**config.mk**
```make
export PLATFORM = sky130hd
export DESIGN_NAME = instr_fetch_buffer_flat
export DESIGN_NICKNAME = d
export VERILOG_FILES = /design/src/rtl/instr_fetch_buffer_if.sv /design/src/rtl/instr_fetch_buffer.sv /design/src/flat_wrapper.sv
export SDC_FILE = /design/constraint.sdc
export NUM_CORES = 1
export LEC_CHECK = 0
export CAP_MARGIN = 25
export CORE_MARGIN = 1
export CORE_UTILIZATION = 45
export DETAILED_ROUTE_END_ITERATION = 10
export PLACE_DENSITY = 0.75
export SLEW_MARGIN = 5
export SYNTH_ARGS = -nofsm -noshare
export SYNTH_HDL_FRONTEND = slang
export SYNTH_SLANG_ARGS = --single-unit
```
**constraint.sdc**
```tcl
create_clock -name clk -period 4.2 [get_ports clk]
set_clock_uncertainty 0.2 [all_clocks]
set_input_delay 0.63 -clock clk [delete_from_list [all_inputs] [get_ports clk]]
set_output_delay 0.63 -clock clk [all_outputs]
set_load 0.02 [all_outputs]
```
**src/rtl/instr_fetch_buffer_if.sv**
```systemverilog
// Fetch-buffer bus: imem response side plus issue-side pair presentation.
// No logic inside; signal bundle only.
// master drives imem/stall/flush, slave is the buffer itself.
interface instr_fetch_buffer_if #(
    parameter int INSTR_W = 16
);
    logic               imem_vld;
    logic [INSTR_W-1:0] imem_instr1;
    logic [INSTR_W-1:0] imem_instr2;
    logic               imem_instr2_vld;
    logic               imem_rdy;
    logic               stall;
    logic               flush;
    logic [INSTR_W-1:0] new_instr1_in;
    logic [INSTR_W-1:0] new_instr2_in;
    logic               ins_new_1_vld;
    logic               ins_new_2_vld;
    logic               fetch_empty;
    logic               fetch_full;

    modport master (
        output imem_vld, imem_instr1, imem_instr2, imem_instr2_vld, stall, flush,
        input  imem_rdy, new_instr1_in, new_instr2_in, ins_new_1_vld, ins_new_2_vld,
               fetch_empty, fetch_full
    );

    modport slave (
        input  imem_vld, imem_instr1, imem_instr2, imem_instr2_vld, stall, flush,
        output imem_rdy, new_instr1_in, new_instr2_in, ins_new_1_vld, ins_new_2_vld,
               fetch_empty, fetch_full
    );
endinterface

```
**src/rtl/instr_fetch_buffer.sv**
```systemverilog
// Instruction fetch buffer: ring FIFO of single instructions, 0-2 in and 0-2 out per cycle.
// Latency: imem_vld at edge t -> ins_new_1_vld after edge t+1; flush drops FLUSH_DROP responses.
// Backpressure: imem_rdy only when a full pair fits; stall holds output regs. FETCH_PERF_EN adds perf counters.
module instr_fetch_buffer #(
    parameter int INSTR_W    = 16,
    parameter int DEPTH      = 8,
    parameter int FLUSH_DROP = 2
) (
    input  logic                 clk,
    input  logic                 rst,
    instr_fetch_buffer_if.slave  bus
`ifdef FETCH_PERF_EN
    ,
    output logic [15:0]          perf_stall_cnt_o,
    output logic [15:0]          perf_flush_cnt_o
`endif
);
    localparam int PW = $clog2(DEPTH);
    localparam int CW = $clog2(DEPTH + 1);
    localparam int DW = (FLUSH_DROP < 1) ? 1 : $clog2(FLUSH_DROP + 1);

    typedef enum logic {RUN, DROP} state_t;

    state_t             state_q;
    logic [DW-1:0]      drop_cnt_q;
    logic [DW-1:0]      drop_cnt_d;
    logic [PW-1:0]      rd_ptr_q, rd_ptr_d, rd_ptr_p1;
    logic [PW-1:0]      wr_ptr_q, wr_ptr_d, wr_ptr_p1;
    logic [CW-1:0]      count_q, count_d;
    logic [INSTR_W-1:0] mem_q [DEPTH];
    logic [INSTR_W-1:0] instr1_q, instr2_q;
    logic               vld1_q, vld2_q;

    logic               imem_rdy_c;
    logic               accept;
    logic               push;
    logic               load;
    logic [CW-1:0]      push_n;
    logic [CW-1:0]      pop_n;

    // Handshake decode and next-state pointer/count arithmetic
    always_comb begin
        imem_rdy_c = 1'b0;
        if (state_q == RUN) begin
            imem_rdy_c = (count_q <= CW'(DEPTH - 2)) && !bus.flush;
        end else begin
            // wrong-path responses are thrown away, so room is irrelevant
            imem_rdy_c = !bus.flush;
        end
        accept     = bus.imem_vld && imem_rdy_c;
        push       = accept && (state_q == RUN);
        push_n     = '0;
        if (push) begin
            push_n = bus.imem_instr2_vld ? CW'(2) : CW'(1);
        end
        load       = !bus.stall || !vld1_q;
        pop_n      = '0;
        if (load) begin
            pop_n = (count_q >= CW'(2)) ? CW'(2) : count_q;
        end
        rd_ptr_p1  = rd_ptr_q + PW'(1);
        wr_ptr_p1  = wr_ptr_q + PW'(1);
        rd_ptr_d   = rd_ptr_q + PW'(pop_n);
        wr_ptr_d   = wr_ptr_q + PW'(push_n);
        count_d    = count_q + push_n - pop_n;
        drop_cnt_d = drop_cnt_q + DW'(1);
    end

    // Flush-drop FSM: count discarded responses after a misprediction
    always_ff @(posedge clk) begin
        if (rst) begin
            state_q    <= RUN;
            drop_cnt_q <= '0;
        end else if (bus.flush) begin
            state_q    <= (FLUSH_DROP == 0) ? RUN : DROP;
            drop_cnt_q <= '0;
        end else if (state_q == DROP && accept) begin
            drop_cnt_q <= drop_cnt_d;
            if (drop_cnt_d == DW'(FLUSH_DROP)) begin
                state_q <= RUN;
            end
        end
    end

    // Storage array: up to two consecutive slots written per accepted response
    always_ff @(posedge clk) begin
        if (!rst && push) begin
            mem_q[wr_ptr_q] <= bus.imem_instr1;
            if (bus.imem_instr2_vld) begin
                mem_q[wr_ptr_p1] <= bus.imem_instr2;
            end
        end
    end

    // Pointers, occupancy and the issue-side output pair
    always_ff @(posedge clk) begin
        if (rst) begin
            rd_ptr_q <= '0;
            wr_ptr_q <= '0;
            count_q  <= '0;
            vld1_q   <= 1'b0;
            vld2_q   <= 1'b0;
            instr1_q <= '0;
            instr2_q <= '0;
        end else if (bus.flush) begin
            rd_ptr_q <= '0;
            wr_ptr_q <= '0;
            count_q  <= '0;
            vld1_q   <= 1'b0;
            vld2_q   <= 1'b0;
        end else begin
            rd_ptr_q <= rd_ptr_d;
            wr_ptr_q <= wr_ptr_d;
            count_q  <= count_d;
            if (load) begin
                vld1_q   <= (pop_n != '0);
                vld2_q   <= (pop_n == CW'(2));
                instr1_q <= mem_q[rd_ptr_q];
                instr2_q <= mem_q[rd_ptr_p1];
            end
        end
    end

    // The imem_rdy rule makes this unreachable; guards future edits to it
    assert property (@(posedge clk) disable iff (rst) push |-> (count_q <= CW'(DEPTH - 2)));

`ifdef FETCH_PERF_EN
    logic [15:0] perf_stall_q, perf_flush_q;

    // Saturating event counters for stalled-valid and flush cycles
    always_ff @(posedge clk) begin
        if (rst) begin
            perf_stall_q <= '0;
            perf_flush_q <= '0;
        end else begin
            if (bus.stall && vld1_q && perf_stall_q != 16'hFFFF) begin
                perf_stall_q <= perf_stall_q + 16'd1;
            end
            if (bus.flush && perf_flush_q != 16'hFFFF) begin
                perf_flush_q <= perf_flush_q + 16'd1;
            end
        end
    end

    assign perf_stall_cnt_o = perf_stall_q;
    assign perf_flush_cnt_o = perf_flush_q;
`endif

    assign bus.imem_rdy      = imem_rdy_c;
    assign bus.new_instr1_in = instr1_q;
    assign bus.new_instr2_in = instr2_q;
    assign bus.ins_new_1_vld = vld1_q;
    assign bus.ins_new_2_vld = vld2_q;
    assign bus.fetch_empty   = (count_q == '0);
    assign bus.fetch_full    = (count_q == CW'(DEPTH));
endmodule

```
**src/flat_wrapper.sv**
```systemverilog
// flat-port wrapper written by rule: the top's interface ports become plain ports
module instr_fetch_buffer_flat 
#(
    parameter int INSTR_W    = 16,
    parameter int DEPTH      = 8,
    parameter int FLUSH_DROP = 2
)
  (clk, rst, bus_imem_vld, bus_imem_instr1, bus_imem_instr2, bus_imem_instr2_vld, bus_stall, bus_flush, bus_imem_rdy, bus_new_instr1_in, bus_new_instr2_in, bus_ins_new_1_vld, bus_ins_new_2_vld, bus_fetch_empty, bus_fetch_full);
  instr_fetch_buffer_if #(.INSTR_W(INSTR_W)) bus_i ();
  input  logic clk;
  input  logic rst;
  input wire logic [$bits(bus_i.imem_vld)-1:0] bus_imem_vld;
  input wire logic [$bits(bus_i.imem_instr1)-1:0] bus_imem_instr1;
  input wire logic [$bits(bus_i.imem_instr2)-1:0] bus_imem_instr2;
  input wire logic [$bits(bus_i.imem_instr2_vld)-1:0] bus_imem_instr2_vld;
  input wire logic [$bits(bus_i.stall)-1:0] bus_stall;
  input wire logic [$bits(bus_i.flush)-1:0] bus_flush;
  output wire logic [$bits(bus_i.imem_rdy)-1:0] bus_imem_rdy;
  output wire logic [$bits(bus_i.new_instr1_in)-1:0] bus_new_instr1_in;
  output wire logic [$bits(bus_i.new_instr2_in)-1:0] bus_new_instr2_in;
  output wire logic [$bits(bus_i.ins_new_1_vld)-1:0] bus_ins_new_1_vld;
  output wire logic [$bits(bus_i.ins_new_2_vld)-1:0] bus_ins_new_2_vld;
  output wire logic [$bits(bus_i.fetch_empty)-1:0] bus_fetch_empty;
  output wire logic [$bits(bus_i.fetch_full)-1:0] bus_fetch_full;
  assign bus_i.imem_vld = bus_imem_vld;
  assign bus_i.imem_instr1 = bus_imem_instr1;
  assign bus_i.imem_instr2 = bus_imem_instr2;
  assign bus_i.imem_instr2_vld = bus_imem_instr2_vld;
  assign bus_i.stall = bus_stall;
  assign bus_i.flush = bus_flush;
  assign bus_imem_rdy = bus_i.imem_rdy;
  assign bus_new_instr1_in = bus_i.new_instr1_in;
  assign bus_new_instr2_in = bus_i.new_instr2_in;
  assign bus_ins_new_1_vld = bus_i.ins_new_1_vld;
  assign bus_ins_new_2_vld = bus_i.ins_new_2_vld;
  assign bus_fetch_empty = bus_i.fetch_empty;
  assign bus_fetch_full = bus_i.fetch_full;
  instr_fetch_buffer #(.INSTR_W(INSTR_W), .DEPTH(DEPTH), .FLUSH_DROP(FLUSH_DROP)) u_core (.clk(clk), .rst(rst), .bus(bus_i));
endmodule
```
==> metrics.md, run 1 <==
| Metric | Value |
|---|---|
| Number of max-slew violations in the final report | 0 |
| Layout cell share with drive strength beyond 1 | 0.2964 |
| Number of distinct library cell variants in the gate-level netlist after synthesis | 44 |
| Total number of nets in the final design | approximately 860 |
| Power per cell area | ~430 mW/mm^2 |
| Yosys warning count | 0 |
| Area taken by flip-flops and latches | about 0.0048 mm^2 |
| Slowest Stage Delay on Critical Path | around 580 ps |
| Final Util | 0.5456 |
| Clk slew on worst S/H paths | 70 ps |
| Core area | 0.02056 mm^2 |
| Biggest area contributors in the synthesized netlist | edfxtp_1, mux2_2, dfxtp_1 |
| Switching power total | between 1 and 1.5 mW |
| I/O pin cnt | between 70 and 80 |
| Area growth from synthesis to layout | 17.26% |
| Starting density of the core | 0.4653 |
| Worst hold path type | register to register |
| Vias in the first global route | around 6700 |
| Count of buffers from port buffering | between 70 and 80 |
| Layout fillers | 1777 |
| Most used cells in the layout excluding fill and tap cells | mux2_2, edfxtp_1, clkdlybuf4s50_1, mux2i_1, nor2_1 |
| Sequential fraction of the synthesis area | 0.5001 |
| Setup repair after global routing missed its margin | no |
| Fmax | ~300 MHz |
| Sort of element at the start of the critical path | input port |
| Switch share | 0.3073 |
| Final count of hold timing violations | 0 |
| Tcrit/Tclk final | 0.8018 |
| Overall overflow remaining after global route | 0 |
| Most used flip-flop cell after synthesis | edfxtp_1 |
| Antenna violations before repair | 0 |
| Met2 Track Usage GR | 0.3998 |
| Flops & latches, synth | 175 |
| Total negative slack | 0 ps |
| Combinational fraction of design power | 0.275 |
| Synth top area share | 0.4018 |
| Worst Setup Slack post-DPL | about 390 ps |
| Antenna diode count | 0 |
| Number of setup buffers added after CTS | 0 |
| Routed wirelength normalized by instance count | between 20 and 25 um |
| Number of remaining DRC errors | 0 |
| Total via count after detailed routing | ~6600 |
| Number of buffers inserted for hold repair after clock tree synthesis | 0 |
| Gates resized, CTS repair | 0 |
| Die Span Y | ~150 um |
| Endpoint type of the worst setup path | register |
| Worst Setup Slack, final | roughly 830 ps |
| Clock latency on the worst-skew pair | 450 ps |
| H-tree levels | 4 |
| Slew HR | 0.2527 |
| Overall routing resource usage | 0.2406 |
| Number of iterations in the first detailed-routing pass | 5 |
| Multi-input gate area in the final layout | between 0.004 and 0.005 mm^2 |
| Minimum period implied by the final worst setup slack | roughly 3400 ps |
| Ordered list of cells on the worst path | clkdlybuf4s50_1, or3b_1, a311oi_2, nand2_1, fa_1, inv_1, ha_1, a21o_1, a21oi_1, xnor2_1, nor2_1 |
| Result of the run | finished, final reports clean |
| Placed wire-length estimate | between 15000 and 20000 um |
| Async set-reset flop share out of synthesis | 0 |
| Post-synth design cell area | 0.009567 mm^2 |
| Actual transition at the worst max-transition pin | 1121 ps |
| Max Cap Violations | 0 |
| Placement-stage cell area | 0.01069 mm^2 |
| Clock Power Share | 0.305 |
| First-pass GRT wire length | between 30000 and 40000 um |
| Root Driver | clkbuf_16 |
| Number of enable-type register cells in the synthesized netlist | approximately 130 |
| Worst hold margin | between 200 and 300 ps |
| Total die area | about 0.022 mm^2 |
| Final ANT Viol Nets | 0 |
| Final weighted congestion in routability-driven placement | slightly above 0.8 |
| Worst EP required | roughly 4300 ps |
| Post-synthesis average cell area | about 13 um^2 |
| Mapped Nets | approximately 800 |
| Number of clock sinks | around 180 |
| Drt first-iter violations | between 600 and 700 |
| Met1 Track Usage GR | 0.3157 |
| Largest net degree at the start of global routing | 53 |
| Setup violation total in the final timing report | 0 |
| Peak VDD IR | 0.3279 mV |
| Met3 Resource Use GR | 0.04568 |
| Worst endpoint data arrival time | 3490 ps |
| Library cell with the largest summed area after synthesis | edfxtp_1 |
| Width of the chip | between 100 and 150 um |
| Synth Instances | ~730 |
| Overall routed net length | approximately 25000 um |
| Number of buffers inserted during clock tree synthesis | 17 |
| Most utilized layer in the global route result | met2 |
| TritonCTS clock tree | yes |
| Setup CP Type | input port to register |
| Crit path max-delay cell type | fa_1 |
| Sequential share of power | 0.420 |
| Site Rows | 52 |
| Area of all placed cells without fillers | 0.01122 mm^2 |
| Maximum clock path buffer count | 2 |
| P_leak | between 3 and 4 nW |
| Design internal power | around 3.3 mW |
| Avg Vias per Cell | between 6 and 7 |
| Maximum fanout along the worst path | 7 |
[power groups by stage]
stage | Sequential (mW) | Combinational, mW | Clock [mW]
6_report | 2.01 | 1.32 | 1.46
5_1_grt | 2.02 | 1.43 | 1.54
4_1_cts | 2.01 | 1.32 | 1.46
3_5_place_dp | 2.05 | 1.31 | 0
3_3_place_gp | 2.04 | 1.29 | 0
2_1_floorplan | 2.09 | 0.818 | 0
[critical path: cells and delay by family]
kind                     cells  cell delay (ps)
AO/OA/AOI/OAI                3              640
XOR/XNOR                     1              130
adder cells (fa/ha/maj)      2              860
buffers and inverters        2              600
AND/OR/NAND/NOR              3              620
[cell families (layout without fill, tap and decap cells)]
logic type | Yosys count | in the layout | synth area share
compound gates | 87 | 87 | 0.06396
xor+xnor | 10 | 10 | 0.009155
fa+ha+maj | 17 | 17 | 0.02537
buf+inv | 66 | 152 | 0.03335
flops | 175 | 175 | 0.5001
mux | 224 | 224 | 0.2930
simple gates | 148 | 148 | 0.07507
[per-stage QoR]
step           std cells  total power [mW]
2_1_floorplan        727             2.909
3_3_place_gp        1050             3.331
3_5_place_dp        1051             3.355
4_1_cts             1083             4.788
5_1_grt             1083             4.988
6_report            1083             4.782
[path summary, 6_finish.rpt]
path,start,end,slack (ps),cells after the start
hold reg to reg,u_core.bus.new_instr1_in[15],u_core.bus.new_instr1_in[15],290,2
hold / removal,u_core.bus.new_instr1_in[15],u_core.bus.new_instr1_in[15],290,2
setup reg to reg,u_core.count_q[3],u_core.count_q[3],1220,11
setup / recovery,bus_flush,u_core.count_q[3],830,11
[synthesized netlist by cell type, types with 2 or more instances]
| cell | number |
|---|---|
| nor2b_1 | 4 |
| nor3_1 | 16 |
| dfxtp_1 | 47 |
| buf_2 | 6 |
| ha_1 | 13 |
| edfxtp_1 | 128 |
| mux4_2 | 32 |
| mux2_2 | 128 |
| a32oi_1 | 2 |
| buf_6 | 5 |
| or2_2 | 2 |
| xnor2_1 | 5 |
| a22oi_1 | 33 |
| and3_1 | 2 |
| nand3_2 | 4 |
| mux2i_1 | 64 |
| nand3_1 | 7 |
| a21oi_1 | 29 |
| inv_1 | 15 |
| xor2_1 | 5 |
| buf_4 | 4 |
| nand2b_1 | 2 |
| a311oi_1 | 17 |
| buf_1 | 9 |
| nor2_1 | 52 |
| and2_1 | 4 |
| clkbuf_1 | 26 |
| nand2_1 | 42 |
| nor3_4 | 2 |
| fa_1 | 4 |
| nand3b_1 | 5 |
[registers in the layout (all words and copies together), names as in the netlist]
signal,count
u_core.bus.ins_new_1_vld,1
u_core.bus.ins_new_2_vld,1
u_core.bus.new_instr1_in,16
u_core.bus.new_instr2_in,16
u_core.count_q,4
u_core.drop_cnt_q,2
u_core.mem_q,128
u_core.rd_ptr_q,3
u_core.state_q,1
u_core.wr_ptr_q,3
[cell type report]
class / instances / area share
clock inverter: 12 / 0.007473
clock buffer: 20 / 0.03982
inverter: 15 / 0.005019
timing repair buffer: 105 / 0.08967
multi-input combinational: 486 / 0.4010
sequential: 175 / 0.4269
tap: 270 / 0.03011
[routing by layer]
layer,vias to the layer above,wire length [um]
li1,2943,-
met1,3340,10640
met2,275,12240
met3,38,1760
met4,0,481
met5,-,0
Power figures use the tool's default switching activity.
==> inputs of run 2 (changes only) <==
Clock period 4.2 ns to 3.4 ns, I/O delays scaled along.
==> metrics.md, run 2 (synthesis results as in run 1) <==
| Metric | Value |
|---|---|
| First-pass GRT wire length | 38440 um |
| Power per cell area | 532.9 mW/mm^2 |
| Final weighted congestion in routability-driven placement | about 0.85 |
| Flip-flop count of the largest register after layout | 128 |
| Number of buffers inserted during clock tree synthesis | 17 |
| Most used cells in the layout excluding fill and tap cells | mux2_2, edfxtp_1, clkdlybuf4s50_1, mux2i_1, nor2_1 |
| Root Driver | clkbuf_16 |
| Total buffers and inverters traversed by the critical path | 2 |
| Kind of cell with the highest combined delay on the critical path | adder cells |
| Total die area | around 0.022 mm^2 |
| Drt first-iter violations | ~700 |
| P_leak | between 3 and 4 nW |
| Minimum period implied by the final worst setup slack | 3211 ps |
| Hold Crit Depth | 2 |
| Number of iterations in the first detailed-routing pass | 5 |
| Register-to-register setup slack | 420 ps |
| Final ANT Viol Nets | 0 |
| Final non-filler cell total | ~1100 |
| Worst endpoint data arrival time | about 3300 ps |
| Worst EP required | between 3000 and 4000 ps |
| Width of the chip | 147.8 um |
| Die Span Y | 147.8 um |
| Overall routing resource usage | 0.2400 |
| Largest Register | u_core.mem_q |
| Number of buffers inserted for hold repair after clock tree synthesis | 0 |
| H-tree levels | 4 |
| Gates resized, CTS repair | 0 |
| Fmax | between 300 and 400 MHz |
| Worst hold path type | register to register |
| Setup CP Type | input port to register |
| Tcrit/Tclk final | 0.9444 |
| Number of remaining DRC errors | 0 |
| Area growth from synthesis to layout | 20.09% |
| Number of setup buffers added after CTS | 0 |
| Worst r2r src | u_core.state_q |
| Max Cap Violations | 0 |
| Total via count after detailed routing | between 6000 and 7000 |
| TritonCTS clock tree | yes |
| Clock latency on the worst-skew pair | 430 ps |
| Core area | around 0.02 mm^2 |
| Layout fillers | around 1800 |
| Number of instances in the placed design | 1071 |
| Maximum clock path buffer count | 2 |
| Total number of nets in the final design | 875 |
| Avg Vias per Cell | 5.978 |
| Antenna diode count | 0 |
| Destination of the worst hold path | u_core.bus.new_instr1_in[4] |
| Overall routed net length | ~25000 um |
| Routed wirelength normalized by instance count | about 23 um |
| Maximum fanout along the worst path | 5 |
| Clk slew on worst S/H paths | ~60 ps |
| Slew HR | 0.4482 |
| Endpoint type of the worst setup path | register |
| R2R cell count | 10 |
| Vias in the first global route | 6639 |
| Sort of element at the start of the critical path | input port |
| Layout cell share with drive strength beyond 1 | 0.3133 |
| Overall overflow remaining after global route | 0 |
| I/O pin cnt | 75 |
| Site Rows | 52 |
| Worst Setup Slack, final | 189.0 ps |
| Origin of the worst min-delay path | u_core.bus.new_instr1_in[4] |
| Setup violation total in the final timing report | 0 |
| Capturing point of the worst reg2reg path | u_core.count_q[3] |
| Count of buffers from port buffering | 74 |
| Antenna violations before repair | 0 |
| Worst Setup Slack post-DPL | -255.9 ps |
| Crit path max-delay cell type | clkdlybuf4s50_1 |
| Result of the run | finished, final reports clean |
| Actual transition at the worst max-transition pin | between 800 and 900 ps |
| Starting density of the core | 0.4653 |
| Placed wire-length estimate | approximately 16000 um |
| Final count of hold timing violations | 0 |
| Setup repair after global routing missed its margin | no |
| Number of max-slew violations in the final report | 0 |
| Number of clock sinks | roughly 180 |
| Ordered list of cells on the worst path | clkdlybuf4s50_1, or3b_1, a311oi_2, nand2_1, fa_1, inv_1, ha_1, a21o_1, a21oi_1, xnor2_1, nor2_1 |
| Slowest Stage Delay on Critical Path | 540 ps |
| Peak VDD IR | between 0.3 and 0.4 mV |
| Largest net degree at the start of global routing | 47 |
[run 2: worst max-delay path by stage]
stage | slack, ps | cells past startpoint | end | from
after floorplan | 180 | 10 | u_core.count_q[3] | bus_flush
after global placement | -180 | 11 | u_core.count_q[3] | bus_imem_vld
after detailed placement | -260 | 11 | u_core.count_q[3] | bus_imem_vld
after CTS | 190 | 11 | u_core.count_q[3] | bus_imem_vld
after global routing | 60 | 11 | u_core.count_q[3] | bus_imem_vld
final | 190 | 11 | u_core.count_q[3] | bus_imem_vld
[run 2: metal layers]
layer | GRT usage | share of wire | up-vias
met5 | 0 | 0 | -
met4 | 0.1005 | 0.026 | 0
met3 | 0.04167 | 0.070 | 52
met1 | 0.3103 | 0.41 | 3299
met2 | 0.3986 | 0.49 | 261
li1 | - | - | 2982
[run 2: area by class of cell]
type                            instances  area [um^2]  share of cell area
Multi-Input combinational cell        486         4493              0.3911
Inverter                               15        56.30            0.004901
Tap cell                              270        337.8             0.02941
Sequential cell                       175         4790              0.4169
Clock buffer                           22        518.0             0.04509
Timing Repair Buffer                  125         1199              0.1043
Clock inverter                         10        95.09            0.008277
[run 2: through the flow]
| stage | hold slack [ps] | setup TNS [ps] | area [um^2] | utilization | power, mW |
|---|---|---|---|---|---|
| 2_1_floorplan | 284.8 | 0 | 9567 | - | 3.594 |
| 3_3_place_gp | 276.3 | -240.8 | 10880 | 0.5290 | 4.130 |
| 3_5_place_dp | 288.1 | -399.9 | 10880 | 0.5290 | 4.157 |
| 4_1_cts | 296.1 | 0 | 11490 | 0.5588 | 6.141 |
| 5_1_grt | 324.4 | 0 | 11490 | 0.5588 | 6.395 |
| 6_report | 295.2 | 0 | 11490 | 0.5588 | 6.122 |
[run 2: power by group]
part           internal (mW)  total [mW]  switching, mW
clock network           1.16        2.00          0.838
logic                  0.755        1.60          0.850
registers               2.40        2.51          0.118
[run 2: worst min-delay path: stages, from the launching register on]
cell,delay (ps)
dfxtp_1,310
nor2_1,90
nor3_1,50
==> inputs of run 3 (changes only) <==
Settings changed: CORE_UTILIZATION 45 to 59, CTS_CLUSTER_SIZE from default to 24, PLACE_DENSITY 0.75 to 0.92.
==> metrics.md, run 3 (synthesis results as in run 1) <==
| Metric | Value |
|---|---|
| Vias in the first global route | ~7400 |
| Overall overflow remaining after global route | 0 |
| Final Util | 0.7168 |
| Total number of nets in the final design | slightly below 900 |
| Fmax | 309.3 MHz |
| I/O pin cnt | 75 |
| Number of instances in the placed design | between 1000 and 1500 |
| Number of setup buffers added after CTS | 0 |
| P_leak | a little under 4 nW |
| TritonCTS clock tree | yes |
| Largest net degree at the start of global routing | a little under 50 |
| Area growth from synthesis to layout | 18.58% |
| Layout fillers | just under 1000 |
| Power per cell area | 545.9 mW/mm^2 |
| Actual transition at the worst max-transition pin | 877.5 ps |
| Avg Vias per Cell | 6.813 |
| Root Driver | clkbuf_16 |
| H-tree levels | 4 |
| Number of iterations in the first detailed-routing pass | 5 |
| Final count of hold timing violations | 0 |
| Overall routed net length | 26950 um |
| Tcrit/Tclk final | 0.9509 |
| Final weighted congestion in routability-driven placement | between 0.8 and 0.9 |
| Overall routing resource usage | 0.3406 |
| Setup CP Type | input port to register |
| Width of the chip | roughly 130 um |
| Peak VDD IR | ~0.38 mV |
| Clock latency on the worst-skew pair | 430 ps |
| Worst endpoint data arrival time | around 3400 ps |
| Routed wirelength normalized by instance count | approximately 26 um |
| Sort of element at the start of the critical path | input port |
| Setup violation total in the final timing report | 0 |
| Endpoint type of the worst setup path | register |
| Slew HR | 0.4150 |
| Result of the run | finished, final reports clean |
| Placement-stage cell area | roughly 0.011 mm^2 |
| Antenna diode count | 0 |
| Antenna violations before repair | 0 |
| Number of buffers inserted for hold repair after clock tree synthesis | 0 |
| Minimum period implied by the final worst setup slack | ~3200 ps |
| Final non-filler cell total | between 1000 and 1500 |
| Number of clock sinks | 175 |
| Final ANT Viol Nets | 0 |
| Drt first-iter violations | just over 800 |
| Area of all placed cells without fillers | ~0.011 mm^2 |
| Number of remaining DRC errors | 0 |
| Core area | approximately 0.016 mm^2 |
| Total die area | approximately 0.017 mm^2 |
| Worst EP required | around 3500 ps |
| Setup repair after global routing missed its margin | no |
| Worst hold path type | register to register |
| Number of buffers inserted during clock tree synthesis | 17 |
| Total negative slack | 0 ps |
| Layout cell share with drive strength beyond 1 | 0.3029 |
| Number of max-slew violations in the final report | 0 |
| Largest Register | u_core.mem_q |
| Clk slew on worst S/H paths | roughly 70 ps |
| Worst hold margin | 291.4 ps |
| Maximum clock path buffer count | 2 |
| Max Cap Violations | 0 |
| Starting density of the core | 0.6044 |
| Die Span Y | 129.3 um |
| Site Rows | 46 |
| Maximum fanout along the worst path | 5 |
| Most used cells in the layout excluding fill and tap cells | mux2_2, edfxtp_1, clkdlybuf4s50_1, mux2i_1, nor2_1 |
| First-pass GRT wire length | roughly 42000 um |
| Flip-flop count of the largest register after layout | approximately 130 |
| Placed wire-length estimate | roughly 17000 um |
| Total via count after detailed routing | just over 7000 |
| Count of buffers from port buffering | between 70 and 80 |
| Gates resized, CTS repair | 0 |
[run 3: cell types whose count changed in the layout (fill, tap and decap cells not counted), moves of 2 or more]
cell	change
a21oi_2	-5
buf_12	-3
a21oi_1	+5
buf_4	+2
clkbuf_16	-3
bufinv_16	+2
clkbuf_1	+3
[run 3: layer usage]
layer  share of wire  vias to the layer above  track usage
met5               0                        -            0
met4           0.050                        0       0.2035
met3            0.11                      127      0.07721
met2            0.49                      526       0.5591
met1            0.35                     3519       0.4131
li1                -                     2968            -
[run 3: cell type report]
class                      instances  area (um^2)  share of cell area
sequential                       175         4790              0.4222
multi-input combinational        486         4474              0.3944
timing repair buffer             124         1154              0.1017
clock buffer                      23        467.9             0.04125
tap                              216        270.3             0.02382
clock inverter                     9        132.6             0.01169
inverter                          15        56.30            0.004963
[run 3: worst max-delay path: stages]
cell	delay, ps
clkdlybuf4s50_1	540
or3b_1	410
a311oi_2	250
nand2_1	150
fa_1	560
inv_1	50
ha_1	290
a21o_1	180
a21oi_1	200
xnor2_1	150
nor2_1	50
[run 3: final timing paths]
path                                            endpoint  cells past startpoint  slack [ps]                startpoint
worst max register to register         u_core.count_q[3]                     11         400         u_core.count_q[3]
worst min-delay path            u_core.bus.ins_new_2_vld                      2         290  u_core.bus.ins_new_2_vld
worst min register to register  u_core.bus.ins_new_2_vld                      2         290  u_core.bus.ins_new_2_vld
worst max-delay path                   u_core.count_q[3]                     11         170              bus_imem_vld
[run 3: metrics by stage]
stage                     total power [mW]  setup slack [ps]
after floorplan                      3.594             176.7
after global placement               4.083            -162.7
after detailed placement             4.164            -287.9
after CTS                            6.172             125.9
after global routing                 6.405             5.767
final                                6.192             167.0
[run 3: power by group]
group          switching (mW)  internal [mW]  leakage, nW  total [mW]
Clock                   0.824           1.20        0.288        2.02
Sequential              0.114           2.40         1.54        2.51
Combinational           0.910          0.750         2.02        1.66
